[src/rtl/pwm_capture_pkg.sv]
// pwm_capture_pkg: shared FSM encodings and counter width for the PWM capture block
package pwm_capture_pkg;
  localparam int CNT_W = 32;
  typedef enum logic [1:0] {
    ST_IDLE = 2'd0,
    ST_HIGH = 2'd1,
    ST_LOW  = 2'd2
  } state_e;
endpackage

[src/rtl/sync_edge_detect.sv]
// sync_edge_detect: multi-flop synchroniser for an async input plus rise/fall pulses
module sync_edge_detect #(
  parameter int SYNC_STAGES = 2
) (
  input  logic clk,
  input  logic reset,
  input  logic d_i,
  output logic s_o,
  output logic rise_o,
  output logic fall_o
);
  logic [SYNC_STAGES-1:0] sync_q;
  logic s_d_q;
  always_ff @(posedge clk) begin
    if (reset) begin
      sync_q <= '0;
      s_d_q  <= 1'b0;
    end else begin
      sync_q <= {sync_q[SYNC_STAGES-2:0], d_i};
      s_d_q  <= sync_q[SYNC_STAGES-1];
    end
  end
  assign s_o    = sync_q[SYNC_STAGES-1];
  assign rise_o = s_o & ~s_d_q;
  assign fall_o = ~s_o & s_d_q;
endmodule

[src/rtl/pwm_capture.sv]
// pwm_capture: measures period and high time of each complete PWM cycle in clk cycles
module pwm_capture
  import pwm_capture_pkg::*;
#(
  parameter int               SYNC_STAGES    = 2,
  parameter logic [CNT_W-1:0] TIMEOUT_CYCLES = 32'hFFFF_FFFF
) (
  input  logic             clk,
  input  logic             reset,
  input  logic             enable,
  input  logic             pwm_in,
  output logic [CNT_W-1:0] period,
  output logic [CNT_W-1:0] high_time,
  output logic             valid,
  output logic             timeout,
  output logic             level
);
  localparam logic [CNT_W-1:0] TO_LAST = TIMEOUT_CYCLES - 32'd1;
  logic s, rise, fall;
  state_e state_q, state_d;
  logic [CNT_W-1:0] cnt_q, cnt_d, hi_latch_q, hi_latch_d;
  logic [CNT_W-1:0] period_q, period_d, high_time_q, high_time_d;
  logic valid_q, valid_d, timeout_q, timeout_d;

  sync_edge_detect #(.SYNC_STAGES(SYNC_STAGES)) u_sync (
    .clk   (clk),
    .reset (reset),
    .d_i   (pwm_in),
    .s_o   (s),
    .rise_o(rise),
    .fall_o(fall)
  );

  // The rise cycle counts as 1, so intervals equal the generator's settings exactly
  always_comb begin
    state_d     = state_q;
    cnt_d       = cnt_q;
    hi_latch_d  = hi_latch_q;
    period_d    = period_q;
    high_time_d = high_time_q;
    valid_d     = 1'b0;
    timeout_d   = timeout_q;
    if (!enable) begin
      state_d = ST_IDLE;
      cnt_d   = '0;
    end else begin
      case (state_q)
        ST_HIGH: begin
          cnt_d = cnt_q + CNT_W'(1);
          if (fall) begin
            hi_latch_d = cnt_q;
            state_d    = ST_LOW;
          end else if (cnt_q == TO_LAST) begin
            timeout_d = 1'b1;
            state_d   = ST_IDLE;
            cnt_d     = '0;
          end
        end
        ST_LOW: begin
          cnt_d = cnt_q + CNT_W'(1);
          if (rise) begin
            period_d    = cnt_q;
            high_time_d = hi_latch_q;
            valid_d     = 1'b1;
            timeout_d   = 1'b0;
            cnt_d       = CNT_W'(1);
            state_d     = ST_HIGH;
          end else if (cnt_q == TO_LAST) begin
            timeout_d = 1'b1;
            state_d   = ST_IDLE;
            cnt_d     = '0;
          end
        end
        default: begin
          cnt_d   = rise ? CNT_W'(1) : '0;
          state_d = rise ? ST_HIGH : ST_IDLE;
        end
      endcase
    end
  end

  always_ff @(posedge clk) begin
    if (reset) begin
      state_q     <= ST_IDLE;
      cnt_q       <= '0;
      hi_latch_q  <= '0;
      period_q    <= '0;
      high_time_q <= '0;
      valid_q     <= 1'b0;
      timeout_q   <= 1'b0;
    end else begin
      state_q     <= state_d;
      cnt_q       <= cnt_d;
      hi_latch_q  <= hi_latch_d;
      period_q    <= period_d;
      high_time_q <= high_time_d;
      valid_q     <= valid_d;
      timeout_q   <= timeout_d;
    end
  end

  assign period    = period_q;
  assign high_time = high_time_q;
  assign valid     = valid_q;
  assign timeout   = timeout_q;
  assign level     = s;
endmodule
[config.mk]
export PLATFORM = sky130hd
export DESIGN_NAME = pwm_capture
export DESIGN_NICKNAME = d
export VERILOG_FILES = /design/src/rtl/pwm_capture_pkg.sv /design/src/rtl/sync_edge_detect.sv /design/src/rtl/pwm_capture.sv
export SDC_FILE = /design/constraint.sdc
export NUM_CORES = 1
export LEC_CHECK = 0
export ABC_AREA = 1
export BUFFER_PORTS_ARGS = -buffer_cell sky130_fd_sc_hd__clkbuf_2
export CAP_MARGIN = 30
export CORE_UTILIZATION = 48
export CTS_CLUSTER_DIAMETER = 80
export DETAILED_ROUTE_END_ITERATION = 8
export GPL_TIMING_DRIVEN = 0
export MAX_ROUTING_LAYER = met4
export PLACE_DENSITY = 0.8
export SLEW_MARGIN = 0
export SYNTH_ARGS = -nofsm -noshare
export SYNTH_HDL_FRONTEND = slang
export SYNTH_HIERARCHICAL = 1
export SYNTH_SLANG_ARGS = --single-unit
[constraint.sdc]
create_clock -name clk -period 2.2 [get_ports clk]
set_input_delay 0.33 -clock clk [delete_from_list [all_inputs] [get_ports clk]]
set_output_delay 0.33 -clock clk [all_outputs]
set_load 0.1 [all_outputs]
==> impl_metrics.env, run 1 <==
export IMPL_status="complete, no violations"
export IMPL_cts_tree="built"
export IMPL_cts_buffers=17
export IMPL_post_cts_resized=0
export IMPL_power_leakage_nw=2.34
export IMPL_worstHoldPathCells=3
export IMPL_fin_cells=977
export IMPL_top_layer_used="met4"
export IMPL_synth_net_count=744
export IMPL_nets=832
export IMPL_ios=71
export IMPL_htreeDepth=4
export IMPL_drive_gt1_frac=0.185
export IMPL_reg2reg_depth=6
export IMPL_yosys_top_cells_area="dfxtp_1, a21oi_1, nand2_1"
export IMPL_hold_viol_final=0
export IMPL_fp_dieH_um=110
export IMPL_cts_setup_buffers=0
export IMPL_max_clock_freq_mhz=511
export IMPL_synth_area_um2=5560
export IMPL_wl_met2_mm=6.11
export IMPL_async_reset_ff_frac=0
export IMPL_clkSinkCount=135
export IMPL_routed_wl_mm=13.3
export IMPL_yosys_area_top_type="dfxtp_1"
export IMPL_dp_slack_ns=0.219
export IMPL_hp_class="in -> reg"
export IMPL_synth_edff_count=0
export IMPL_die_x_um=110
export IMPL_vias_per_cell=5.08
export IMPL_cts_max_path_buffers=2
export IMPL_syn_to_final_growth_pct=20.4
export IMPL_p_per_area_nw_per_um2=816
export IMPL_gr_total_overflow=0
export IMPL_period_share=0.890
export IMPL_dp_hpwl_mm=9.65
export IMPL_startpoint="state_q[0]$_SDFF_PP0_"
export IMPL_drt_iter0_markers=266
export IMPL_utilization=0.604
export IMPL_grt_pass1_vias=4571
export IMPL_p_sw_mw=1.17
export IMPL_port_buffers=69
export IMPL_finalWorstSetupSlack_ns=0.243
export IMPL_root_buffer="clkbuf_16"
export IMPL_crit_path_frequent_cell="clkbuf_1"
export IMPL_p_int_mw=4.30
export IMPL_route_met3_wl_um=773
export IMPL_finClkSkew_ns=0.00769
export IMPL_drv_slew=0
export IMPL_worst_pin_slew_ns=0.573
export IMPL_grt_antenna_before_repair=0
export IMPL_layout_common_cells="dfxtp_1, nand2_1, a21oi_1, inv_1, clkbuf_2"
export IMPL_yosysWarnings=6
export IMPL_grt_use_total=0.243
export IMPL_slowest_stage="clkbuf_1"
export IMPL_max_cap_viol_count=0
export IMPL_r2r_start="state_q[0]$_SDFF_PP0_"
export IMPL_slew_limit_headroom=0.618
export IMPL_cts_clk_slew_worst_paths_ns=0.06
export IMPL_yosysTopAreaCellShare=0.486
export IMPL_endpoint_kind="flip-flop"
export IMPL_yosys_most_used_dff="dfxtp_1"
export IMPL_place_gp_congestion=0.932
export IMPL_vias=4961
export IMPL_crit_required_ns=2.49
export IMPL_reg2reg_slack_ns=0.24
export IMPL_netlist_instances=736
export IMPL_max_stage_delay_ns=0.42
export IMPL_swShare=0.213
export IMPL_ys_ff_latch=135
export IMPL_grt_max_degree=17
export IMPL_clockPowerShare=0.534
export IMPL_p_comb_frac=0.018
export IMPL_arrival_ns=2.24
export IMPL_m1WireLength_mm=6.13
export IMPL_ant_nets=0
export IMPL_drt_pass1_iterations=5
export IMPL_core_um2=11100
export IMPL_drc_errors=0
export IMPL_ctsHoldBuffers=0
export IMPL_layout_commonest_cell="dfxtp_1"
export IMPL_setup_viol=0
export IMPL_antenna_cells=0
export IMPL_seq_area_frac_synth=0.486
export IMPL_detail_route_wl_per_cell_um=13.6
export IMPL_path_cells="inv_1 -> ha_1 -> nand3_1 -> clkbuf_1 -> clkbuf_1 -> a21oi_1"
export IMPL_p_seq_frac=0.448
export IMPL_peakVddDrop_mv=0.635
export IMPL_synth_cell_types=32
export IMPL_critPathLaunchType="flip-flop"
export IMPL_period_minus_slack_ns=1.96
export IMPL_synth_area_per_cell_um2=7.55
export IMPL_rsz0062_at_grt="no"
export IMPL_dpl_cell_count=945
export IMPL_grt_pass1_wl_mm=21.4
export IMPL_rr_endpoint="period[23]$_SDFFE_PP0P_"
export IMPL_initial_core_util=0.502
export IMPL_endpoint="period[23]$_SDFFE_PP0P_"
export IMPL_clock_latency_ns=0.42
export IMPL_die_area_um2=12000
export IMPL_rows=38
export IMPL_criticalPathCategory="reg -> reg"
export IMPL_critPathMaxFanout=10
export IMPL_setup_tns_final_ns=0
[registers in the layout (all words and copies together) (netlist names)]
name,count
cnt_q,32
period,32
timeout,1
valid,1
u_sync/sync_q,2
state_q,2
u_sync/s_d_q,1
high_time,32
hi_latch_q,32
[metal layers]
layer  GRT usage  vias up
met5           -        -
met4       0.108        0
met3      0.0516       24
met2       0.382      155
met1       0.301     2245
li1            -     2537
[Yosys cell counts, types with 5 or more instances]
cell type  number
dfxtp_1       135
nor2_1         60
nand3_1        49
nor2_2         26
a21oi_1        98
buf_1           6
inv_1          89
clkbuf_1       22
xor2_1          6
xnor2_1         9
nand2_1       121
a21o_1          5
buf_2           6
o21ai_0        66
[critical path, delay by kind of cell, from the launching register on]
| kind | cells | cell delay [ns] |
|---|---|---|
| DFF | 1 | 0.35 |
| and+or+nand+nor | 1 | 0.21 |
| buffers and inverters | 3 | 0.87 |
| adders and majority gates | 1 | 0.25 |
| AOI/OAI and AO/OA | 1 | 0.13 |
[logic make-up (layout without fill, tap and decap cells)]
| kind of cell | after synthesis | in the layout | share of synthesized area |
|---|---|---|---|
| AND/OR/NAND/NOR | 275 | 275 | 0.221 |
| AO/OA/AOI/OAI | 175 | 175 | 0.164 |
| flip-flops | 135 | 135 | 0.486 |
| buffers and inverters | 132 | 233 | 0.0959 |
| XOR/XNOR | 15 | 15 | 0.0236 |
| adder cells (fa/ha/maj) | 4 | 4 | 0.00901 |
[worst min-delay path by stage]
stage | to | slack, ns | startpoint
6_report | u_sync/sync_q[0]$_SDFF_PP0_ | 0.11 | pwm_in
5_1_grt | u_sync/sync_q[0]$_SDFF_PP0_ | 0.1 | pwm_in
4_1_cts | u_sync/sync_q[0]$_SDFF_PP0_ | 0.1 | pwm_in
3_5_place_dp | u_sync/sync_q[1]$_SDFF_PP0_ | 0.40 | u_sync/sync_q[0]$_SDFF_PP0_
3_3_place_gp | u_sync/sync_q[1]$_SDFF_PP0_ | 0.39 | u_sync/sync_q[0]$_SDFF_PP0_
2_1_floorplan | u_sync/sync_q[1]$_SDFF_PP0_ | 0.39 | u_sync/sync_q[0]$_SDFF_PP0_
[cell type report]
class | instances | area [µm²]
Multi-Input combinational cell | 469 | 2320
Clock buffer | 19 | 443
Tap cell | 140 | 175
Clock inverter | 13 | 170
Fill cell | 987 | 4390
Buffer | 39 | 185
Sequential cell | 135 | 2700
Timing Repair Buffer | 69 | 345
Inverter | 93 | 349
[stage by stage]
step	hold WS, ns	cell area, µm²	power, mW
4_1_cts	0.0956	6690	5.49
2_1_floorplan	0.388	5560	2.57
3_3_place_gp	0.392	6080	2.60
3_5_place_dp	0.402	6080	2.60
5_1_grt	0.0980	6690	5.63
6_report	0.106	6690	5.46
[power by group through the flow]
stage / clock (mW) / sequential, mW / combinational [mW]
2_1_floorplan: 0 / 2.51 / 0.0640
3_3_place_gp: 0 / 2.50 / 0.0934
3_5_place_dp: 0 / 2.50 / 0.0946
4_1_cts: 2.94 / 2.45 / 0.0952
5_1_grt: 3.07 / 2.45 / 0.108
6_report: 2.92 / 2.45 / 0.0960
(Power assumes the default switching activity.)
==> run 2, diff against run 1 <==
- CORE_ASPECT_RATIO: unset -> 0.7
==> impl_metrics.env, run 2 (synthesis gave the netlist of run 1 again) <==
export IMPL_status="complete, no violations"
export IMPL_criticalPathCategory="reg -> reg"
export IMPL_cts_setup_buffers=0
export IMPL_path_cells="inv_1 -> ha_1 -> nand3_1 -> buf_2 -> clkbuf_1 -> o21ai_0 -> a21oi_1"
export IMPL_cts_tree="built"
export IMPL_core_um2=11100
export IMPL_dpl_cell_count=958
export IMPL_max_stage_delay_ns=0.40
export IMPL_cts_max_path_buffers=2
export IMPL_critPathLaunchType="flip-flop"
export IMPL_dp_hpwl_mm=10.3
export IMPL_setup_viol=0
export IMPL_layout_commonest_cell="dfxtp_1"
export IMPL_arrival_ns=2.34
export IMPL_die_x_um=131
export IMPL_p_per_area_nw_per_um2=858
export IMPL_routed_wl_mm=14.1
export IMPL_cts_clk_slew_worst_paths_ns=0.06
export IMPL_grt_pass1_vias=4519
export IMPL_grt_pass1_wl_mm=22.4
export IMPL_period_share=0.904
export IMPL_post_cts_resized=0
export IMPL_vias=5105
export IMPL_critPathMaxFanout=10
export IMPL_ant_nets=0
export IMPL_fin_cells=989
export IMPL_max_cap_viol_count=0
export IMPL_grt_max_degree=17
export IMPL_drv_slew=0
export IMPL_slew_limit_headroom=0.635
export IMPL_detail_route_wl_per_cell_um=14.2
export IMPL_slowest_stage="clkbuf_1"
export IMPL_nets=832
export IMPL_critPathBufInv=3
export IMPL_clock_latency_ns=0.42
export IMPL_grt_use_total=0.255
export IMPL_drive_gt1_frac=0.183
export IMPL_crit_required_ns=2.55
export IMPL_rsz0062_at_grt="no"
export IMPL_drc_errors=0
export IMPL_hp_class="in -> reg"
export IMPL_setup_tns_final_ns=0
export IMPL_vias_per_cell=5.16
export IMPL_antenna_cells=0
export IMPL_root_buffer="clkbuf_16"
export IMPL_rows=32
export IMPL_top_layer_used="met4"
export IMPL_max_clock_freq_mhz=503
export IMPL_initial_core_util=0.499
export IMPL_clkSinkCount=135
export IMPL_layout_common_cells="dfxtp_1, nand2_1, a21oi_1, inv_1, clkbuf_2"
export IMPL_cts_buffers=17
export IMPL_die_area_um2=12000
export IMPL_ios=71
export IMPL_syn_to_final_growth_pct=21.8
export IMPL_place_gp_congestion=0.958
export IMPL_drt_iter0_markers=501
export IMPL_grt_antenna_before_repair=0
export IMPL_ctsHoldBuffers=0
export IMPL_n_fill_cell=1021
export IMPL_drt_pass1_iterations=6
export IMPL_m1WireLength_mm=6.61
export IMPL_peakVddDrop_mv=0.576
export IMPL_worst_pin_slew_ns=0.549
export IMPL_finClkSkew_ns=0.00589
export IMPL_wl_met2_mm=5.90
export IMPL_gr_total_overflow=0
export IMPL_route_met3_wl_mm=1.26
export IMPL_endpoint_kind="flip-flop"
export IMPL_path_delay_family="buffers and inverters"
export IMPL_port_buffers=69
export IMPL_fp_dieH_um=92.0
export IMPL_period_minus_slack_ns=1.99
export IMPL_htreeDepth=4
export IMPL_hold_viol_final=0
export IMPL_power_leakage_nw=2.37
==> run 2: path summary, 6_finish.rpt <==
kind,start,depth (start not counted),slack (ns),to
worst max-delay path,state_q[0]$_SDFF_PP0_,7,0.21,high_time[26]$_SDFFE_PP0P_
worst min-delay path,pwm_in,3,0.12,u_sync/sync_q[0]$_SDFF_PP0_
worst max register to register,state_q[0]$_SDFF_PP0_,7,0.21,high_time[26]$_SDFFE_PP0P_
worst min register to register,u_sync/sync_q[0]$_SDFF_PP0_,2,0.43,u_sync/sync_q[1]$_SDFF_PP0_
==> run 2: area by class of cell <==
| type | count | area, µm² | share of cell area |
|---|---|---|---|
| Multi-Input combinational cell | 469 | 2320 | 0.343 |
| Clock inverter | 11 | 219 | 0.0323 |
| Clock buffer | 20 | 457 | 0.0675 |
| Tap cell | 153 | 191 | 0.0283 |
| Timing Repair Buffer | 69 | 345 | 0.0510 |
| Buffer | 39 | 184 | 0.0272 |
| Inverter | 93 | 349 | 0.0516 |
| Sequential cell | 135 | 2700 | 0.399 |
==> run 2: tightest hold or removal path, cell delays in order <==
cell and delay [ns]:
clkbuf_2 0.08, inv_1 0.05, nor2_1 0.04
==> run 2: through the flow <==
| stage | cell area (µm²) | utilization | power, mW | hold slack (ns) | setup slack [ns] |
|---|---|---|---|---|---|
| finish | 6770 | 0.608 | 5.81 | 0.118 | 0.212 |
| global route | 6770 | 0.608 | 5.99 | 0.127 | 0.106 |
| CTS | 6770 | 0.608 | 5.83 | 0.110 | 0.250 |
| global placement | 6090 | 0.548 | 2.59 | 0.393 | 0.322 |
| floorplan | 5560 | - | 2.57 | 0.388 | 0.122 |
| detailed placement | 6090 | 0.548 | 2.60 | 0.410 | 0.296 |
==> run 2: metal layers <==
layer  up-vias  GRT usage
li1       2542          -
met1      2296      0.353
met2       229      0.358
met3        38     0.0642
met4         0     0.0852
met5         -          -
==> run 2: report_power, final <==
part	total [mW]	internal, mW	switching [mW]
Clock	3.26	2.19	1.08
Sequential	2.45	2.45	0.00151
Combinational	0.0955	0.0240	0.0716
Total	5.81	4.66	1.15
